**src/rtl/poly_arb_pkg.sv**
```systemverilog
// rtl/poly_arb_pkg.sv - FSM encoding and defaults shared by the evaluator arbiter
package poly_arb_pkg;

  typedef enum logic [2:0] {
    ST_IDLE,
    ST_SETUP,
    ST_BUSY,
    ST_RESP,
    ST_DRAIN
  } arb_state_t;

  localparam int IN_W_DEF    = 4;
  localparam int OUT_W_DEF   = 19;
  localparam int TIMEOUT_DEF = 64;

  // Wide enough to hold TIMEOUT-1, the last BUSY cycle before abort
  function automatic int cnt_w(input int timeout);
    return $clog2(timeout);
  endfunction

endpackage

```
**src/rtl/rr_arbiter.sv**
```systemverilog
// rtl/rr_arbiter.sv - round-robin pick of the first request at or after the pointer
module rr_arbiter #(
  parameter int N_REQ = 4,
  parameter int IDX_W = $clog2(N_REQ)
) (
  input  logic             clk,
  input  logic             rst,
  input  logic [N_REQ-1:0] req,
  input  logic             advance,
  output logic             win_valid,
  output logic [IDX_W-1:0] win_idx
);

  logic [IDX_W-1:0] ptr;
  logic [IDX_W:0]   cand;

  // Scan from the farthest offset down so the nearest set bit is the last write
  always_comb begin
    win_valid = 1'b0;
    win_idx   = '0;
    cand      = '0;
    for (int off = N_REQ - 1; off >= 0; off--) begin
      cand = {1'b0, ptr} + (IDX_W + 1)'(off);
      if (cand >= (IDX_W + 1)'(N_REQ)) begin
        cand = cand - (IDX_W + 1)'(N_REQ);
      end
      if (req[cand[IDX_W-1:0]]) begin
        win_valid = 1'b1;
        win_idx   = cand[IDX_W-1:0];
      end
    end
  end

  always_ff @(posedge clk) begin
    if (rst) begin
      ptr <= '0;
    end else if (advance && win_valid) begin
      ptr <= (win_idx == IDX_W'(N_REQ - 1)) ? '0 : win_idx + 1'b1;
    end
  end

endmodule

```
**src/rtl/poly_eval_arbiter.sv**
```systemverilog
// rtl/poly_eval_arbiter.sv - shares one polynomial evaluator between N_REQ requesters
module poly_eval_arbiter
  import poly_arb_pkg::*;
#(
  parameter int N_REQ   = 4,
  parameter int IN_W    = IN_W_DEF,
  parameter int OUT_W   = OUT_W_DEF,
  parameter int TIMEOUT = TIMEOUT_DEF
) (
  input  logic                    clk,
  input  logic                    rst,
  input  logic [N_REQ-1:0]        req,
  input  logic [N_REQ*IN_W-1:0]   req_x,
  input  logic [N_REQ*IN_W-1:0]   req_y,
  input  logic [N_REQ*IN_W-1:0]   req_z,
  output logic [N_REQ-1:0]        gnt,
  output logic [N_REQ-1:0]        rsp_valid,
  output logic signed [OUT_W-1:0] rsp_data,
  output logic                    rsp_err,
  output logic                    busy,
  output logic                    ev_en,
  output logic [IN_W-1:0]         ev_in0,
  output logic [IN_W-1:0]         ev_in1,
  output logic [IN_W-1:0]         ev_in2,
  input  logic                    ev_done,
  input  logic signed [OUT_W-1:0] ev_out
);

  localparam int IDX_W = $clog2(N_REQ);
  localparam int CNT_W = cnt_w(TIMEOUT);

  arb_state_t              state, state_nxt;
  logic [IDX_W-1:0]        idx_q;
  logic [CNT_W-1:0]        cnt_q;
  logic signed [OUT_W-1:0] res_q;
  logic                    err_q;
  logic                    win_valid;
  logic [IDX_W-1:0]        win_idx;
  logic                    last_cycle;

  rr_arbiter #(
    .N_REQ (N_REQ),
    .IDX_W (IDX_W)
  ) u_rr (
    .clk       (clk),
    .rst       (rst),
    .req       (req),
    .advance   (state == ST_IDLE),
    .win_valid (win_valid),
    .win_idx   (win_idx)
  );

  assign last_cycle = (cnt_q == CNT_W'(TIMEOUT - 1));

  always_comb begin
    state_nxt = state;
    gnt       = '0;
    rsp_valid = '0;
    rsp_data  = '0;
    rsp_err   = 1'b0;
    busy      = (state != ST_IDLE);
    ev_en     = 1'b0;
    case (state)
      ST_IDLE:  if (win_valid) state_nxt = ST_SETUP;
      ST_SETUP: begin
        gnt[idx_q] = 1'b1;
        state_nxt  = ST_BUSY;
      end
      ST_BUSY: begin
        ev_en = 1'b1;
        if (ev_done || last_cycle) state_nxt = ST_RESP;
      end
      ST_RESP: begin
        rsp_valid[idx_q] = 1'b1;
        rsp_data         = res_q;
        rsp_err          = err_q;
        state_nxt        = ST_DRAIN;
      end
      ST_DRAIN: if (!ev_done) state_nxt = ST_IDLE;
      default:  state_nxt = ST_IDLE;
    endcase
  end

  always_ff @(posedge clk) begin
    if (rst) begin
      state  <= ST_IDLE;
      idx_q  <= '0;
      cnt_q  <= '0;
      res_q  <= '0;
      err_q  <= 1'b0;
      ev_in0 <= '0;
      ev_in1 <= '0;
      ev_in2 <= '0;
    end else begin
      state <= state_nxt;
      case (state)
        ST_IDLE: if (win_valid) begin
          idx_q  <= win_idx;
          ev_in0 <= req_x[win_idx*IN_W +: IN_W];
          ev_in1 <= req_y[win_idx*IN_W +: IN_W];
          ev_in2 <= req_z[win_idx*IN_W +: IN_W];
        end
        ST_SETUP: cnt_q <= '0;
        // A done in the final allowed cycle still counts as success
        ST_BUSY: begin
          if (ev_done) begin
            res_q <= ev_out;
            err_q <= 1'b0;
          end else if (last_cycle) begin
            res_q <= '0;
            err_q <= 1'b1;
          end else begin
            cnt_q <= cnt_q + 1'b1;
          end
        end
        default: ;
      endcase
    end
  end

endmodule

```
**config.mk**
```make
export PLATFORM = sky130hd
export DESIGN_NAME = poly_eval_arbiter
export DESIGN_NICKNAME = d
export VERILOG_FILES = /design/src/rtl/poly_arb_pkg.sv /design/src/rtl/rr_arbiter.sv /design/src/rtl/poly_eval_arbiter.sv
export SDC_FILE = /design/constraint.sdc
export NUM_CORES = 1
export LEC_CHECK = 0
export BUFFER_PORTS_ARGS = -buffer_cell sky130_fd_sc_hd__buf_2
export CORE_MARGIN = 2
export CORE_UTILIZATION = 48
export CTS_BUF_LIST = sky130_fd_sc_hd__clkbuf_4
export DETAILED_ROUTE_END_ITERATION = 10
export PLACE_DENSITY = 0.88
export SLEW_MARGIN = 25
export SYNTH_ARGS = -nofsm -noshare
export SYNTH_HDL_FRONTEND = slang
export SYNTH_SLANG_ARGS = --single-unit
```
**constraint.sdc**
```tcl
create_clock -name clk -period 2.1 [get_ports clk]
set_clock_uncertainty 0.1 [all_clocks]
set_input_delay 0.315 -clock clk [delete_from_list [all_inputs] [get_ports clk]]
set_output_delay 0.315 -clock clk [all_outputs]
set_load 0.01 [all_outputs]
```
==> impl_results.md <==
* Clock Tree Buf Depth at 2
* Period utilization at 96.65%
* Tmin final at 2.030 ns
* Fin nets at 440
* Max VDD drop at 0.3412 mV
* Critical Path RT at 1.68 ns
* Fillers at 389
* CTS tree: done
* CTS Buf Count at 5
* Unique masters post-synth at 39
* Most frequent cells in the layout: buf_2 (115), dfxtp_1 (43), nor2_1 (36)
* Seq. cell area at 903.4 sq um
* Cell count after synthesis at 252
* CP max stage delay at 0.55 ns
* Antenna cell count at 0
* # DRC at 0
* Max_cap viols at 0
* Worst skew pair latency at 0.36 ns
* Commonest non-fill, non-tap cell in the layout: buf_2
* Chip Height at 74.10 um
* Slew Viols, Final at 0
* Slowest-stage cell, CP: or3b_2
* RSZ-0062 raised after global routing: no
* Grt ovf at 0
* Via count at 2,296
* CP Class: reg2out
* Crit-path max FO at 7
* Pre-antenna DRT Iters at 4
* Reg clk slew, reported paths at 0.14 ns
* Achievable clock frequency at 492.7 MHz
* Pleak at 0.001446 uW
* Via density at 5.303
* Die W at 74.10 um
* Fin util at 65.03%
* Global Route Usage Sum at 23.35%
* Rel. slew slack at 73.45%
* Worst EP arrival at 1.61 ns
* Final setup vio count at 0
* Crit end category: output pin
* Power density cells at 745.6 mW/mm^2
* Starting Density at 49.93%
* CTS HTree Levels at 2
* Area grow syn2layout at 30.24%
* # Post-CTS Setup Buffers at 0
* Crit-path cells: or3b_2 > nor3_1 > buf_2
* Seq cells post-synth at 45
* Placeable Area at 0.004723 sq mm
* WL/cell at 14.03 um
* Multi-input gate area at 0.001350 sq mm
* Hpwl dp at 4678 um
* Die area at 0.005490 sq mm
* Setup ws final at 0.07038 ns
* Layout cells sized above 1 at 41.53%
* Largest net degree at the start of global routing at 24
* Dpl ws at 0.2202 ns
* CTS sink cnt at 45
* Worst Tran Pin Value at 0.3946 ns
* First-pass GRT wire length at 9880 um
* Synth Cell Area at 0.002359 sq mm
* RePlAce Congestion at 0.9172
* Antenna violations before repair at 0
* Startpoint class of the critical path: flop
* # rows at 25
* Final wirelength at 6073 um
* Vias in the first global route at 2,246
* Register area share after synthesis at 38.20%
* Cts hold-fix bufs at 0
* Syn Nets at 327
* Setup TNS at 0 ns
* Initial DRC count at 99
* Clock Tree Root: clkbuf_4
* YS warnings at 0
* Final Hold Vio Count at 0
* # port buffers at 115
* Hold Crit Class: in2reg
* CTS-repair resized insts at 0
* Result of the run: complete, no violations
* Post-detailed-route count of antenna-violating nets at 0
* Fin Hold WS at 0.07515 ns
* IO Pins at 116
* Avg Inst Size Synth at 9.359 sq um
registers in the layout (all words and copies together), names as in the netlist, 2 cells and up:
register,count
ev_in0,4
idx_q,2
res_q,19
ev_in1,4
ev_in2,4
u_rr.ptr,2
state,3
cnt_q,6
through the flow:
stage / power, uW / instances / area, sq um
4_1_cts: 2307 / 433 / 3069
2_1_floorplan: 1608 / 252 / 2359
3_5_place_dp: 1875 / 425 / 3009
5_1_grt: 2415 / 433 / 3072
6_report: 2290 / 433 / 3072
3_3_place_gp: 1849 / 425 / 3009
critical path: cells and delay by family, from the launching register on:
family	cells	cell delay (ns)
flip-flops	1	0.38
AND/OR/NAND/NOR	2	0.71
buffers and inverters	1	0.16
routing by layer:
layer	up-vias	GRT usage [%]	wire (um)
met5	-	0	0
met4	0	11.92	218
met3	22	5.962	254
met2	65	41.07	3099
met1	1068	25.99	2500
li1	1141	-	-
Yosys cell counts:
library cell  instances  share of area, %
dfxtp_1              45                38
nor2_1               36               5.7
mux2i_1              25                11
and2_1               22               5.8
a22oi_1              19               6.0
nand3b_1             13               4.1
a21oi_1              11               2.3
clkbuf_1             11               1.8
o221ai_2             11               7.0
nand2_1               7               1.1
inv_1                 5              0.80
nand2b_1              5               1.3
xor2_1                4               1.5
buf_6                 3               1.4
nor3_1                3              0.64
o21ai_0               3              0.64
a211oi_1              2              0.64
and3_1                2              0.53
buf_2                 2              0.42
buf_4                 2              0.64
nand3_1               2              0.42
o2111ai_1             2              0.74
a221oi_4              1               1.1
a22o_1                1              0.37
and3b_1               1              0.37
ha_1                  1              0.53
nand2_4               1              0.48
nand2b_2              1              0.37
nand4_1               1              0.27
nor2_8                1              0.85
nor3b_1               1              0.32
nor4_1                1              0.27
o211a_1               1              0.42
o211ai_1              1              0.32
o221ai_1              1              0.37
or2_1                 1              0.27
or3_4                 1              0.48
or3b_2                1              0.37
xnor2_1               1              0.37
layout make-up:
cell class / count / area share, %
clock buffers: 5 / 1.222
clock inverters: 3 / 0.7332
inverters: 5 / 0.6110
multi-input cells: 184 / 43.95
flip-flops and latches: 45 / 29.41
well taps: 67 / 2.729
repair buffers: 124 / 21.34
logic make-up (layout without fill, tap and decap cells):
| logic type | Yosys count | count (layout) | share of synthesized area [%] |
|---|---|---|---|
| and+or+nand+nor | 100 | 100 | 23.77 |
| xor gates and xnor gates | 5 | 5 | 1.857 |
| DFF | 45 | 45 | 38.20 |
| adders and majority gates | 1 | 1 | 0.5304 |
| muxes | 25 | 25 | 10.61 |
| AOI/OAI and AO/OA | 53 | 53 | 20.00 |
| buffers and inverters | 23 | 137 | 5.040 |
where the power goes:
part	leakage, uW	internal (uW)	switching, uW	total, uW
Sequential	0.000368	962	82.4	1040
Clock	0.0000352	133	300	433
Combinational	0.00104	374	438	812
Total	0.00145	1470	821	2290
final timing paths:
| path | startpoint | endpoint | slack (ns) | cells past startpoint |
|---|---|---|---|---|
| hold reg to reg | cnt_q[1] | cnt_q[1] | 0.40 | 2 |
| setup reg to reg | state[2] | ev_in2[2] | 0.23 | 5 |
| hold / removal | ev_out[4] | res_q[4] | 0.08 | 3 |
| setup / recovery | state[2] | gnt[0] | 0.07 | 3 |
Note: power is estimated with default switching activity, not from simulation.
